`src/rtl/seg7_scan_arb.sv`:
```
// seg7_scan_arb
// Drives a three-digit, seven-segment display that two requesters share.
// A free-running prescaler divides the clock into digit slots. A frame is
// three slots long, one per digit. At the start of each frame the block picks
// an owner with round-robin arbitration and copies that owner's value and
// decimal points into shadow registers. The shadow copy stays fixed for the
// rest of the frame.
//
// Optional feature: define SEG_BLANK_EN to turn the display off for the first
// BLANK_CYC clocks of every digit slot. This reduces ghosting between digits.
//
// Ports
//   clk_i          clock
//   rstn_i         asynchronous active-low reset
//   req_i[1:0]     display requests, bit n = requester n
//   val0_i/val1_i  three hex digits per requester, digit i = bits [4i+3:4i]
//   dp0_i/dp1_i    decimal point per digit, 1 = lit
//   gnt_o[1:0]     one-hot owner of the frame being shown, 00 = none
//   frame_o        one-clock pulse when a frame completes
//   seg_display_o  {dp, g..a} after polarity
//   seg_sel_o      one-hot digit enable, active-high
module seg7_scan_arb #(
  parameter byte CLK_IN_MHZ   = 125,
  parameter bit  LED_POLARITY = 1'b0,
  parameter int  SCAN_HZ      = 1000,
  parameter int  BLANK_CYC    = 4
) (
  input  logic        clk_i,
  input  logic        rstn_i,
  input  logic [1:0]  req_i,
  input  logic [11:0] val0_i,
  input  logic [11:0] val1_i,
  input  logic [2:0]  dp0_i,
  input  logic [2:0]  dp1_i,
  output logic [1:0]  gnt_o,
  output logic        frame_o,
  output logic [7:0]  seg_display_o,
  output logic [2:0]  seg_sel_o
);

  localparam int             TICK_DIV  = int'(CLK_IN_MHZ) * 1000000 / SCAN_HZ;
  localparam int             PW        = $clog2(TICK_DIV);
  localparam logic [PW-1:0]  TICK_LAST = PW'(TICK_DIV - 1);
  localparam logic [7:0]     SEG_OFF   = LED_POLARITY ? 8'h00 : 8'hFF;

  typedef enum logic {IDLE, SCAN} state_t;

  state_t        state_q, state_d;
  logic [PW-1:0] presc_q, presc_d;
  logic          tick;
  logic [1:0]    digit_q, digit_d;
  logic [11:0]   sh_val_q, sh_val_d;
  logic [2:0]    sh_dp_q, sh_dp_d;
  logic [1:0]    own_q, own_d;
  logic          pref_q, pref_d;
  logic [1:0]    pick;
  logic          start;
  logic          frame_d;
  logic          blank;
  logic [3:0]    nib;
  logic          dp_bit;
  logic [2:0]    sel_d;
  logic [7:0]    seg_d;

  function automatic logic [6:0] hex7(input logic [3:0] n);
    case (n)
      4'h0: hex7 = 7'h3F;  4'h1: hex7 = 7'h06;  4'h2: hex7 = 7'h5B;  4'h3: hex7 = 7'h4F;
      4'h4: hex7 = 7'h66;  4'h5: hex7 = 7'h6D;  4'h6: hex7 = 7'h7D;  4'h7: hex7 = 7'h07;
      4'h8: hex7 = 7'h7F;  4'h9: hex7 = 7'h6F;  4'hA: hex7 = 7'h77;  4'hB: hex7 = 7'h7C;
      4'hC: hex7 = 7'h39;  4'hD: hex7 = 7'h5E;  4'hE: hex7 = 7'h79;  default: hex7 = 7'h71;
    endcase
  endfunction

  function automatic logic [7:0] polarize(input logic [7:0] raw);
    polarize = LED_POLARITY ? raw : ~raw;
  endfunction

  assign tick    = (presc_q == TICK_LAST);
  assign presc_d = tick ? '0 : presc_q + PW'(1);

  // On a tie, grant the requester that pref_q favours. pref_q points away
  // from the previous owner and returns to requester 0 whenever the block
  // goes idle.
  always_comb begin
    pick = 2'b00;
    case (req_i)
      2'b01:   pick = 2'b01;
      2'b10:   pick = 2'b10;
      2'b11:   pick = pref_q ? 2'b10 : 2'b01;
      default: pick = 2'b00;
    endcase
  end

  always_comb begin
    state_d  = state_q;
    digit_d  = digit_q;
    sh_val_d = sh_val_q;
    sh_dp_d  = sh_dp_q;
    own_d    = own_q;
    pref_d   = pref_q;
    frame_d  = 1'b0;
    start    = 1'b0;
    case (state_q)
      IDLE: begin
        if (tick && (req_i != 2'b00)) start = 1'b1;
      end
      SCAN: begin
        if (tick) begin
          if (digit_q == 2'd2) begin
            frame_d = 1'b1;
            if (req_i == 2'b00) begin
              state_d = IDLE;
              digit_d = 2'd0;
              own_d   = 2'b00;
              pref_d  = 1'b0;
            end else begin
              start = 1'b1;
            end
          end else begin
            digit_d = digit_q + 2'd1;
          end
        end
      end
      default: state_d = IDLE;
    endcase
    if (start) begin
      state_d  = SCAN;
      digit_d  = 2'd0;
      own_d    = pick;
      pref_d   = pick[0];
      sh_val_d = pick[1] ? val1_i : val0_i;
      sh_dp_d  = pick[1] ? dp1_i : dp0_i;
    end
  end

`ifdef SEG_BLANK_EN
  // presc_d is the slot position that the registered outputs will show.
  assign blank = (int'(presc_d) < BLANK_CYC);
`else
  logic unused_blank;
  assign unused_blank = ^BLANK_CYC;
  assign blank        = 1'b0;
`endif

  // The output registers take their values from the next-state signals,
  // so they change on the same edge as the state.
  always_comb begin
    nib    = 4'h0;
    dp_bit = 1'b0;
    sel_d  = 3'b000;
    seg_d  = SEG_OFF;
    case (digit_d)
      2'd0:    begin nib = sh_val_d[3:0];  dp_bit = sh_dp_d[0]; end
      2'd1:    begin nib = sh_val_d[7:4];  dp_bit = sh_dp_d[1]; end
      default: begin nib = sh_val_d[11:8]; dp_bit = sh_dp_d[2]; end
    endcase
    if ((state_d == SCAN) && !blank) begin
      sel_d = 3'b001 << digit_d;
      seg_d = polarize({dp_bit, hex7(nib)});
    end
  end

  always_ff @(posedge clk_i or negedge rstn_i) begin
    if (!rstn_i) begin
      presc_q       <= '0;
      state_q       <= IDLE;
      digit_q       <= 2'd0;
      sh_val_q      <= '0;
      sh_dp_q       <= '0;
      own_q         <= 2'b00;
      pref_q        <= 1'b0;
      gnt_o         <= 2'b00;
      frame_o       <= 1'b0;
      seg_sel_o     <= 3'b000;
      seg_display_o <= SEG_OFF;
    end else begin
      presc_q       <= presc_d;
      state_q       <= state_d;
      digit_q       <= digit_d;
      sh_val_q      <= sh_val_d;
      sh_dp_q       <= sh_dp_d;
      own_q         <= own_d;
      pref_q        <= pref_d;
      gnt_o         <= own_d;
      frame_o       <= frame_d;
      seg_sel_o     <= sel_d;
      seg_display_o <= seg_d;
    end
  end

endmodule

```
`config.mk`:
```
export PLATFORM = sky130hd
export DESIGN_NAME = seg7_scan_arb
export DESIGN_NICKNAME = d
export VERILOG_FILES = /design/src/rtl/seg7_scan_arb.sv
export SDC_FILE = /design/constraint.sdc
export NUM_CORES = 1
export LEC_CHECK = 0
export ABC_AREA = 1
export BUFFER_PORTS_ARGS = -buffer_cell sky130_fd_sc_hd__buf_2
export CAP_MARGIN = 20
export CORE_ASPECT_RATIO = 1.1
export CORE_MARGIN = 8
export CORE_UTILIZATION = 45
export CTS_BUF_LIST = sky130_fd_sc_hd__clkbuf_4 sky130_fd_sc_hd__clkbuf_8
export DETAILED_ROUTE_END_ITERATION = 8
export GPL_ROUTABILITY_DRIVEN = 0
export PLACE_DENSITY_LB_ADDON = 0.12
export SYNTH_ARGS = -nofsm -noshare
export SYNTH_HDL_FRONTEND = slang
export SYNTH_SLANG_ARGS = --single-unit
export TNS_END_PERCENT = 50
```
`constraint.sdc`:
```
create_clock -name clk_i -period 4.7 [get_ports clk_i]
set_input_delay 0.94 -clock clk_i [delete_from_list [all_inputs] [get_ports clk_i]]
set_output_delay 0.94 -clock clk_i [all_outputs]
set_load 0.03 [all_outputs]
```
Yosys cells after proc, flatten, opt, wreduce, memory -nomap -nowiden --
Memories as Yosys holds them, arrays and structs flattened. Cells that the tools add are included. W data, S select, Z words.
Cells by class: add/sub/neg operators 2, eq/ne operators 6, shift-type cells 1, mux-type cells 39, bitwise gates (word level) 2, reduce and logical (&&, ||, !) cells 9
Operators by type and width (number):
- $mux W12 | 2
- $mux W2 | 11
- $add A17 B1 Y17 const B | 1
- $eq A17 B17 Y1 const B | 1
- $mux W17 | 1
- $mux W1 | 16
- $reduce_bool A2 Y1 | 5
- $mux W3 | 3
- $mux W8 | 1
- $not A8 Y8 | 1
- $pmux W4 S2 | 1
- $mux W7 | 1
- $eq A2 B2 Y1 const B | 3
- $pmux W2 S3 | 1
- $eq A2 B1 Y1 const B | 2
- $logic_not A2 Y1 | 2
- $pmux W1 S2 | 2
- $reduce_and A4 Y1 | 1
- $shl A1 B2 Y3 const A | 1
- $add A2 B1 Y2 const B | 1
- $logic_and A1 B1 Y1 | 1
- $not A1 Y1 | 1
Word-level totals: register bits 50, ROM bits 112, input port bits 34, output and inout bits 14, logic and storage cells 70, memories kept 1
Memory list:
- (no name shown) | words 16, width 7, rd ports 1, clocked after memory_dff 0, write ports 0, RTL line 66 | case (n)

Depth between registers and ports, before layout --
An unclocked memory read counts as a cell.
word-level depth 12, depth in mapped cells 18, mapped depth without buffers 18

Worst setup path after synthesis --
No wires, ideal clock.
path type input to register, start input port req_i[0], end register seg_display_o[3], setup time 94 ps, arrival 2434 ps, data required time 4606 ps, slack 2172 ps, stages 15, buffers on the path 1, cell sequence nand2_1 nand2_1 inv_1 buf_2 nand2_1 nand2_1 nand4_1 nand2_1 nand3_1 nand3_2 inv_1 ha_1 nand2_1 nand3_1 nand3_1
Between the ends: elaborated cells between the ends (all ways) 30, those cells by class eq/ne: 4; mux: 20; bitwise: 1; reduce/logical: 4; memory: 1
RTL lines:
- start: declaration | RTL line 30 | input logic [1:0] req_i,
- $logic_not A2 Y1 | RTL line 111 | if (req_i == 2'b00) begin
- $mux W1 | RTL line 111
- $mux W1 | RTL line 109 | if (digit_q == 2'd2) begin
- $mux W1 | RTL line 108 | if (tick) begin
- $pmux W1 S2 | RTL line 103 | case (state_q)
- $mux W12 (*) | RTL line 126 | if (start) begin
- via sh_val_d[0] | RTL line 52 | logic [11:0] sh_val_q, sh_val_d;
- $pmux W4 S2 (*) | RTL line 152 | case (digit_d)
- $mem_v2 Z16 W7 (*)
- $mux W7 (*) | RTL line 157 | if ((state_d == SCAN) && !blank) begin
- $not A8 Y8 (*) | RTL line 75 | polarize = LED_POLARITY ? raw : ~raw;
- $mux W8 (*) | RTL line 157
- via seg_d[3] | RTL line 63 | logic [7:0] seg_d;
- end signal: assignment | RTL line 187 | seg_display_o <= seg_d;
- end: declaration | RTL line 37 | output logic [7:0] seg_display_o,
The timed path passes the listed nets; every way through them passes the cells marked *. The select of a mux whose other input is x is not followed. A chain may end at the register's enable or synchronous reset.

Worst setup path in the final report --
Same ends and word-level chain as after synthesis.

==> summary.txt <==
Global route
  – Number of global-route vias before repair: 2,516
  – First-pass GRT wire length: around 11 mm
  – Initial antenna violation count: 0
  – Largest net degree at the start of global routing: 50
  – GRT Overall Usage: about 15%
  – Total grt overflow: 0

Routing
  – ANT nets after route: 0
  – Vias per std cell: 5.00
  – Initial DRC count: 160
  – Routed via count: 2,484
  – WL/cell: 12.7 µm
  – WL final: 6.33 mm
  – Drt first pass iters: 5
  – DR DRC count: 0

Clock network
  – Inserted Clock Buffers: 5
  – Post_cts resized: 0
  – Worst-skew pair later-pin latency: slightly above 0.3 ns
  – CTS Hold Bufs: 0
  – Root Driver: clkbuf_8
  – Maximum clock path buffer count: 2
  – CTS tree: yes
  – H-tree depth: 2
  – # clock sinks: 49
  – Worst-path clk slew: 0.09 ns
  – Post-CTS Setup Bufs: 0

Setup path
  – Crit path max fanout: 14
  – WP depth: 15
  – Crit path largest cell delay: 0.42 ns
  – CP most frequent cell: nand2_1
  – Delay-heaviest family, CP: simple AND/OR/NAND/NOR gates
  – Critical Path RT: 4.94 ns
  – Bufs and invs on worst path: 3
  – WP data arrival: 3.15 ns
  – WS Path Type: in -> reg
  – Cell with the largest stage delay on the worst path: inv_1
  – Crit-path cells: buf_2 -> nand2_1 -> nand2_1 -> inv_1 -> nand2_1 -> nand2_1 -> nand4_1 -> nand2_1 -> nand3_1 -> nand3_2 -> inv_1 -> ha_1 -> nand2_1 -> nand3_1 -> nand3_1
  – Worst r2r path cells: 15
  – Startpoint Class: input port
  – Critical path capture point type: register

Timing
  – Tmin final: 2.91 ns
  – Max_slew headroom: 59.7%
  – Fmax: ~0.34 GHz
  – Hold_ws: 0.461 ns
  – Max-slew violations: 0
  – Skew final: approximately 0.006 ns
  – Least-Margin Pin Slew: 0.605 ns
  – RSZ-0062 raised after global routing: no
  – Final Hold Viols: 0
  – Setup violators final: 0
  – Setup TNS: 0 ns
  – Final Cycle Share: 61.9%

Pwr
  – Gate power share: ~5.2%
  – Int Power: 569 µW
  – Peak VDD IR: 0.178 mV
  – Clock power frac: ~37%
  – Sw Ratio: 22.1%
  – Sequential Power Share: 57.7%
  – LEAKAGE: between 0.0015 and 0.002 µW
  – Psw: between 150 and 200 µW
  – Power Dens Cells: around 230 nW/µm²

Synth
  – Adder-Cell Fraction of Synth Area: roughly 2.2%
  – Register area share after synthesis: approximately 44%
  – Synthesized instance count: 370
  – Area leader, netlist: dfrtp_1
  – Yosys cell types: 32
  – Post-Syn Area per Cell: 7.67 µm²
  – Mapped cell area: ~2800 µm²
  – EDFF count, synth: 0
  – Mux contribution to synthesized area: 0%
  – Simple-gate share of the synthesized area: 40.2%
  – Top cell type's share of synthesized area: 36.2%
  – Largest family of logic cells by synthesized area: simple AND/OR/NAND/NOR gates
  – Synth Area in Compound Gates: 4.50%
  – Top_reg_cell synth: dfrtp_1
  – Top post-synthesis cells by area: dfrtp_1 36%, nand2_1 15%, dfstp_2 7.4%, nand3_1 6.2%, inv_1 5.4%
  – Yosys warns: 0
  – Post-synthesis sequential element count: between 40 and 50
  – Asr flop ratio synth: 100%
  – Mapped Nets: 409
  – XOR/XNOR Fraction of Synth Area: 0.618%

Floorplan
  – Io pins: 48
  – Effective utilization at floorplan: 46.4%
  – Chip Width: roughly 92 µm
  – Die H: slightly below 100 µm
  – CORE AREA: a little over 6000 µm²
  – Die ar.: 9100 µm²
  – # rows: 30

Cells and area
  – Area Growth Syn to Fin: 13.2%
  – Final net count: roughly 460
  – Most common cell after layout, fill and taps aside: nand2_1
  – Antenna diodes: 0
  – Share of layout cells above drive strength 1: 24.7%
  – Most frequent cells in the layout: 117 x nand2_1, 47 x buf_2, 41 x inv_1, 41 x dfrtp_1, 35 x nand3_1

Run status
  – Outcome: finished clean

Placed design
  – IO buf count: 47
  – Post-detail-place hpwl: 4.87 mm

Min path
  – Hold Path Cell Cnt: 1
  – Worst Hold Class: reg -> reg

Flow run
  – Max-cap violations: 0
-- final cells by class --
class / count / area [µm²]
multi-input combinational: 264 / 1350
fill: 617 / 2910
sequential: 49 / 1240
clock inverter: 1 / 5.00
inverter: 48 / 183
clock buffer: 7 / 96.3
timing repair buffer: 48 / 243
tap: 80 / 100
-- state kept, by name (all words and copies together) (netlist names) --
name and cells:
presc_q 17, sh_val_q 12, seg_display_o 8, seg_sel_o 3, sh_dp_q 3, digit_q 2
own_q 2, frame_o 1, state_q 1
-- path summary, 6_finish.rpt --
kind / start / endpoint / slack, ns
worst max-delay path: req_i[0] / seg_display_o[3] / 1.79
worst min-delay path: presc_q[0] / presc_q[0] / 0.46
worst max register to register: presc_q[0] / seg_display_o[3] / 1.80
worst min register to register: presc_q[0] / presc_q[0] / 0.46
max in group asynchronous: rstn_i / seg_sel_o[2] / 3.57
min in group asynchronous: rstn_i / presc_q[2] / 0.72
-- cell families (layout without fill, tap and decap cells) --
| group | count (synthesis) | in the layout |
|---|---|---|
| buf+inv | 57 | 104 |
| fa+ha+maj | 5 | 5 |
| xor+xnor | 2 | 2 |
| flops | 49 | 49 |
| simple gates | 236 | 236 |
| compound gates | 21 | 21 |
-- power by group through the flow --
stage / clock network [µW] / registers (µW) / logic, µW
after floorplan: 0 / 430 / 14.1
after CTS: 279 / 422 / 39.2
after global routing: 294 / 422 / 44.3
after detailed placement: 0 / 430 / 39.1
final: 271 / 422 / 38.1
after global placement: 0 / 430 / 38.6
-- metrics by stage --
| stage | cells | total power (µW) | util, % | setup WS, ns | instance area (µm²) |
|---|---|---|---|---|---|
| final | 497 | 731 | 52.5 | 1.79 | 3210 |
| after floorplan | 370 | 444 | - | 2.17 | 2840 |
| after global routing | 497 | 760 | 52.5 | 1.44 | 3210 |
| after detailed placement | 489 | 469 | 50.8 | 1.47 | 3110 |
| after global placement | 489 | 468 | 50.8 | 1.54 | 3110 |
| after CTS | 497 | 740 | 52.5 | 1.78 | 3210 |
-- layer usage --
metal	vias up	track usage (%)	routed length [µm]
met4	0	5.46	111
met3	11	3.47	222
met5	-	0	0
li1	1272	-	-
met1	1159	16.2	2710
met2	42	27.1	3290
-- synth_stat cells, types with 2 or more instances --
master	number
a21oi_1	7
a22oi_1	2
buf_2	4
buf_4	2
buf_6	3
dfrtp_1	41
dfstp_2	8
ha_1	5
inv_1	41
inv_2	6
nand2_1	117
nand2_2	11
nand3_1	35
nand3_2	7
nand3b_1	2
nand4_1	16
nand4_2	2
nor2_1	31
nor2_2	3
nor2_4	5
nor3_1	4
o21ai_0	7
xor2_1	2
(Power assumes the default switching activity.)
